## config.mk

```make
export PLATFORM = sky130hd
export DESIGN_NAME = fizzbuzz_monitor
export DESIGN_NICKNAME = d
export VERILOG_FILES = /design/src/rtl/fizzbuzz_monitor.sv
export SDC_FILE = /design/constraint.sdc
export NUM_CORES = 1
export LEC_CHECK = 0
export ABC_AREA = 1
export ABC_CLOCK_PERIOD_IN_PS = 1700
export CORE_UTILIZATION = 50
export CTS_CLUSTER_SIZE = 24
export DETAILED_ROUTE_END_ITERATION = 6
export MAX_ROUTING_LAYER = met4
export PLACE_DENSITY = 0.88
export SLEW_MARGIN = 20
export SYNTH_ARGS = -nofsm -noshare
export SYNTH_HDL_FRONTEND = slang
export SYNTH_SLANG_ARGS = --single-unit
```

## constraint.sdc

```tcl
create_clock -name clk -period 1.7 [get_ports clk]
set_clock_uncertainty 0.1 [all_clocks]
set_input_delay 0.255 -clock clk [delete_from_list [all_inputs] [get_ports clk]]
set_output_delay 0.255 -clock clk [all_outputs]
set_load 0.05 [all_outputs]
```

## src/rtl/fizzbuzz_monitor.sv

```systemverilog
// Monitors a fizz/buzz/fizzbuzz flag stream: hunts for a count-0 anchor, verifies
// LOCK_LEN consecutive matching samples, then flags and counts mismatches while locked.
module fizzbuzz_monitor #(
   parameter int FIZZ       = 3,
   parameter int BUZZ       = 5,
   parameter int MAX_CYCLES = 100,
   parameter int LOCK_LEN   = 8,
   parameter int CNT_W      = 16,
   localparam int PW        = (MAX_CYCLES > 1) ? $clog2(MAX_CYCLES) : 1
) (
   input  logic             clk,
   input  logic             resetn,
   input  logic             in_valid,
   input  logic             fizz,
   input  logic             buzz,
   input  logic             fizzbuzz,
   input  logic             err_clr,
   output logic             locked,
   output logic [PW-1:0]    phase,
   output logic             err,
   output logic             malformed,
   output logic [CNT_W-1:0] err_count
);

   localparam int FW = (FIZZ > 1) ? $clog2(FIZZ) : 1;
   localparam int BW = (BUZZ > 1) ? $clog2(BUZZ) : 1;
   localparam int MW = $clog2(LOCK_LEN + 1);

   localparam logic [PW-1:0] P_LAST = PW'(MAX_CYCLES - 1);
   localparam logic [FW-1:0] F_LAST = FW'(FIZZ - 1);
   localparam logic [BW-1:0] B_LAST = BW'(BUZZ - 1);
   // The anchor is count 0, so the next expected sample is count 1 (or 0 again if the range is 1).
   localparam logic [PW-1:0] P_ANCH = PW'((MAX_CYCLES == 1) ? 0 : 1);
   localparam logic [FW-1:0] F_ANCH = FW'((MAX_CYCLES == 1) ? 0 : (1 % FIZZ));
   localparam logic [BW-1:0] B_ANCH = BW'((MAX_CYCLES == 1) ? 0 : (1 % BUZZ));
   localparam logic [MW-1:0] M_LOCK = MW'(LOCK_LEN);

   typedef enum logic [1:0] {HUNT, VERIFY, LOCKED} state_t;

   state_t         state, state_nxt;
   logic [PW-1:0]  p, p_nxt, p_adv;
   logic [FW-1:0]  fmod, fmod_nxt, fmod_adv;
   logic [BW-1:0]  bmod, bmod_nxt, bmod_adv;
   logic [MW-1:0]  match_cnt, match_cnt_nxt;
   logic           err_nxt, mal_nxt;
   logic           exp_fizz, exp_buzz, p_wrap;
   logic           is_mal, is_anchor, is_match, do_anchor;

   function automatic logic [CNT_W-1:0] sat_inc(input logic [CNT_W-1:0] v);
      return (&v) ? v : v + 1'b1;
   endfunction

   always_comb begin
      exp_fizz  = (fmod == '0);
      exp_buzz  = (bmod == '0);
      is_mal    = (fizzbuzz != (fizz & buzz));
      is_anchor = fizz & buzz & fizzbuzz;
      is_match  = !is_mal && (fizz == exp_fizz) && (buzz == exp_buzz)
                  && (fizzbuzz == (exp_fizz & exp_buzz));

      // Modulo counters restart with p on wrap so they never drift when MAX_CYCLES isn't a multiple.
      p_wrap   = (p == P_LAST);
      p_adv    = p_wrap ? '0 : p + 1'b1;
      fmod_adv = (p_wrap || fmod == F_LAST) ? '0 : fmod + 1'b1;
      bmod_adv = (p_wrap || bmod == B_LAST) ? '0 : bmod + 1'b1;

      state_nxt     = state;
      p_nxt         = p;
      fmod_nxt      = fmod;
      bmod_nxt      = bmod;
      match_cnt_nxt = match_cnt;
      err_nxt       = 1'b0;
      mal_nxt       = 1'b0;
      do_anchor     = 1'b0;

      if (in_valid) begin
         case (state)
            HUNT: do_anchor = is_anchor;
            VERIFY: begin
               mal_nxt = is_mal;
               if (is_match) begin
                  p_nxt         = p_adv;
                  fmod_nxt      = fmod_adv;
                  bmod_nxt      = bmod_adv;
                  match_cnt_nxt = match_cnt + 1'b1;
                  if (match_cnt + 1'b1 == M_LOCK)
                     state_nxt = LOCKED;
               end else if (is_anchor) begin
                  do_anchor = 1'b1;
               end else begin
                  state_nxt = HUNT;
               end
            end
            LOCKED: begin
               mal_nxt = is_mal;
               if (is_match) begin
                  p_nxt    = p_adv;
                  fmod_nxt = fmod_adv;
                  bmod_nxt = bmod_adv;
               end else begin
                  err_nxt = 1'b1;
                  if (is_anchor)
                     do_anchor = 1'b1;
                  else
                     state_nxt = HUNT;
               end
            end
            default: state_nxt = HUNT;
         endcase

         if (do_anchor) begin
            p_nxt         = P_ANCH;
            fmod_nxt      = F_ANCH;
            bmod_nxt      = B_ANCH;
            match_cnt_nxt = MW'(1);
            state_nxt     = (LOCK_LEN == 1) ? LOCKED : VERIFY;
         end
      end
   end

   always_ff @(posedge clk) begin
      if (!resetn) begin
         state     <= HUNT;
         p         <= '0;
         fmod      <= '0;
         bmod      <= '0;
         match_cnt <= '0;
         locked    <= 1'b0;
         phase     <= '0;
         err       <= 1'b0;
         malformed <= 1'b0;
         err_count <= '0;
      end else begin
         state     <= state_nxt;
         p         <= p_nxt;
         fmod      <= fmod_nxt;
         bmod      <= bmod_nxt;
         match_cnt <= match_cnt_nxt;
         locked    <= (state_nxt == LOCKED);
         phase     <= (state_nxt == HUNT) ? '0 : p_nxt;
         err       <= err_nxt;
         malformed <= mal_nxt;
         if (err_clr)
            err_count <= '0;
         else if (err_nxt)
            err_count <= sat_inc(err_count);
      end
   end

endmodule

```

==> flow_summary.json <==
{
  "cts_root_buf": "clkbuf_8",
  "r2r_end": "p[1]",
  "yosysSeqAreaShare_pct": 33.8,
  "seq_area_um2": 913,
  "grt_pass1_wl_um": 13200,
  "max_freq_ghz": 0.484,
  "multi_input_area_mm2": 0.00194,
  "rsz0062_at_grt": "true",
  "dieArea_mm2": 0.00551,
  "vias": 3160,
  "pwr-share-seq_pct": 44.3,
  "layout.nets": 484,
  "areaGrowthSynthToFinish_pct": 54.4,
  "synth_nets": 391,
  "cp-startpoint": "bmod[1]",
  "layout_min_cycle_time_ns": 2.07,
  "crit_chain": "inv_2, ha_4, inv_2, nor2_4, nand2_2, nand2_4, nand3_4, nand3_4, nand2_4, a21oi_4, nand2_1, o21ai_1, inv_1, nor2_1",
  "timing.final.hold_violations": 0,
  "pwr-share-clk_pct": 35.5,
  "crit_required_ns": 1.87,
  "clkLatencyLatePin_ns": 0.33,
  "slowest_delay_ns": 0.34,
  "worst_ep_arrival_time_ns": 2.23,
  "drv_slew": 0,
  "reg2regPathDepth": 14,
  "ctsHoldBuffers": 0,
  "antenna_cells": 0,
  "violations": "negative setup slack",
  "dp.cells": 509,
  "initial_utilization_pct": 53.4,
  "synth_top_area_share_pct": 33.8,
  "finalCritPeriodShare_pct": 122,
  "setup_viol": 42,
  "p_comb_share_pct": 20.2,
  "worst_slack_ns": -0.366,
  "grt_overflow": 0,
  "cp.depth": 14,
  "cts_buffers": 5,
  "final_common_cell": "buf_4",
  "cts_htree_levels": 2,
  "yosysTopAreaCell": "dfxtp_1",
  "cts_tree": "done",
  "final_area_mm2": 0.00403,
  "grt_antenna_before_repair": 0,
  "post_drt_wl_per_cell_um": 18.5,
  "power_leakage_nw": 1.71,
  "ys_types": 36,
  "relSlewSlack_pct": 66.6,
  "fill_cells": 265,
  "vias_per_cell": 5.93,
  "min_to": "err_count[15]",
  "reg2reg_slack_ns": -0.37,
  "finish.utilization_pct": 82.5,
  "r2r-start": "bmod[1]",
  "drt_iter0_markers": 295,
  "grt_pass1_vias": 2849,
  "holdWs_ns": 0.387,
  "final_cell_mix": "buf_4, nand2_1, nor2_1",
  "rows": 25,
  "post-place-ws_ns": -0.793,
  "hp-class": "register to register",
  "yosysWarnings": 0,
  "irDropWorstVdd_uv": 575,
  "drtAntennaViolNets": 0,
  "clock_sinks": 44,
  "cap_violations": 0,
  "run_status": "finished with violations",
  "cpMaxStageDelayCell": "dfxtp_2",
  "cp-end-kind": "register",
  "syn-cell-area_mm2": 0.00261,
  "drc": 0,
  "instances_no_fill": 533,
  "powerDensity_mw_per_mm2": 585,
  "firstDrtPassIters": 5,
  "syn_avg_cell_area_um2": 7.01,
  "worst-path-buf-inv": 3,
  "power.total_mw": 2.36,
  "port_buffers": 32,
  "gp_congestion": 0.970,
  "p_sw_share_pct": 29.9,
  "core_mm2": 0.00488,
  "boundaryPins": 33,
  "critPathKind": "register to register",
  "synthCells": 372,
  "hold_depth": 2,
  "worst_pin_slew_ns": 0.497,
  "wl_um": 9830,
  "p_switching_mw": 0.705,
  "clockBufferDepth": 2,
  "finalSetupTns_ns": -11.90,
  "die_h_um": 74.2,
  "place_area_mm2": 0.00341,
  "critPathMaxFanout": 5,
  "grt.total_usage_pct": 32.5,
  "yosys_register_bits": 44,
  "crit_family": "simple AND/OR/NAND/NOR gates",
  "start_kind": "register",
  "p_int_mw": 1.65,
  "yosys-top-cells-area": "dfxtp_1, nand2_1, inv_1",
  "cts.clk_slew.worst_paths_ns": 0.10,
  "fp.dieW_um": 74.2,
  "hpwl_um": 4910,
  "grt_max_degree": 15,
  "drive_above_1_share_pct": 50.4,
  "hp-start": "err_count[15]"
}
-- worst max path at each step --
stage                          to  slack, ns
floorplan           err_count[14]      -0.11
global placement    err_count[11]      -0.74
finish                       p[1]      -0.37
global route        err_count[11]      -0.47
CTS                  err_count[9]      -0.25
detailed placement       phase[2]      -0.79
-- cell usage after synthesis (all sizes together) --
| library cell | n |
|---|---|
| buf | 4 |
| nand2 | 88 |
| inv | 51 |
| dfxtp | 44 |
| xor2 | 3 |
| nor4 | 3 |
| a21oi | 26 |
| a31o | 1 |
| nor2 | 61 |
| nor3b | 3 |
| ha | 12 |
| o21ai | 21 |
| o221ai | 1 |
| o31ai | 2 |
| nand3 | 30 |
| nor3 | 12 |
| nand4 | 5 |
| a22oi | 1 |
| clkbuf | 2 |
| o22ai | 1 |
| xnor2 | 1 |
-- state kept, by name, summed over array words and instances, names as in the netlist --
name,cells
match_cnt,4
err,1
fmod,2
state,2
err_count,16
p,7
bmod,3
phase,7
malformed,1
locked,1
-- layout make-up --
| type | instances | share of cell area, % |
|---|---|---|
| Sequential cell | 44 | 22.7 |
| Clock inverter | 1 | 0.218 |
| Clock buffer | 7 | 2.67 |
| Inverter | 51 | 4.94 |
| Multi-Input combinational cell | 271 | 48.1 |
| Timing Repair Buffer | 92 | 19.3 |
| Tap cell | 67 | 2.08 |
-- worst min-delay path, stage by stage (launching register included) --
cell     delay, ns
dfxtp_2       0.36
nand2_4       0.06
a21oi_2       0.04
-- cells by family (layout without fill, tap and decap cells) --
group / after synthesis / count (layout) / share of synthesized area, %
and+or+nand+nor: 202 / 202 / 38.8
buffers and inverters: 57 / 151 / 9.12
AOI/OAI and AO/OA: 53 / 53 / 11.2
DFF: 44 / 44 / 33.8
adders and majority gates: 12 / 12 / 5.76
xor gates and xnor gates: 4 / 4 / 1.34
-- repair_timing --
item,in CTS,in global routing
setup buffers,10,7
setup endpoints to repair,42,42
cloned,1,0
resized for setup,58,51
pin swaps,37,36
-- routing by layer --
metal | track usage (%) | vias up | wire length [um]
met2 | 54.0 | 209 | 4800
met3 | 6.50 | 76 | 763
met4 | 17.8 | 0 | 637
met1 | 36.4 | 1483 | 3640
met5 | - | - | 0
li1 | - | 1392 | -
-- power by group through the flow --
stage | Combinational (mW) | Clock (mW) | Sequential [mW]
final | 0.476 | 0.837 | 1.04
after global routing | 0.498 | 0.873 | 1.04
after CTS | 0.390 | 0.817 | 1.04
after detailed placement | 0.343 | 0 | 1.07
after global placement | 0.331 | 0 | 1.07
after floorplan | 0.209 | 0 | 1.07
(Power assumes the default switching activity.)
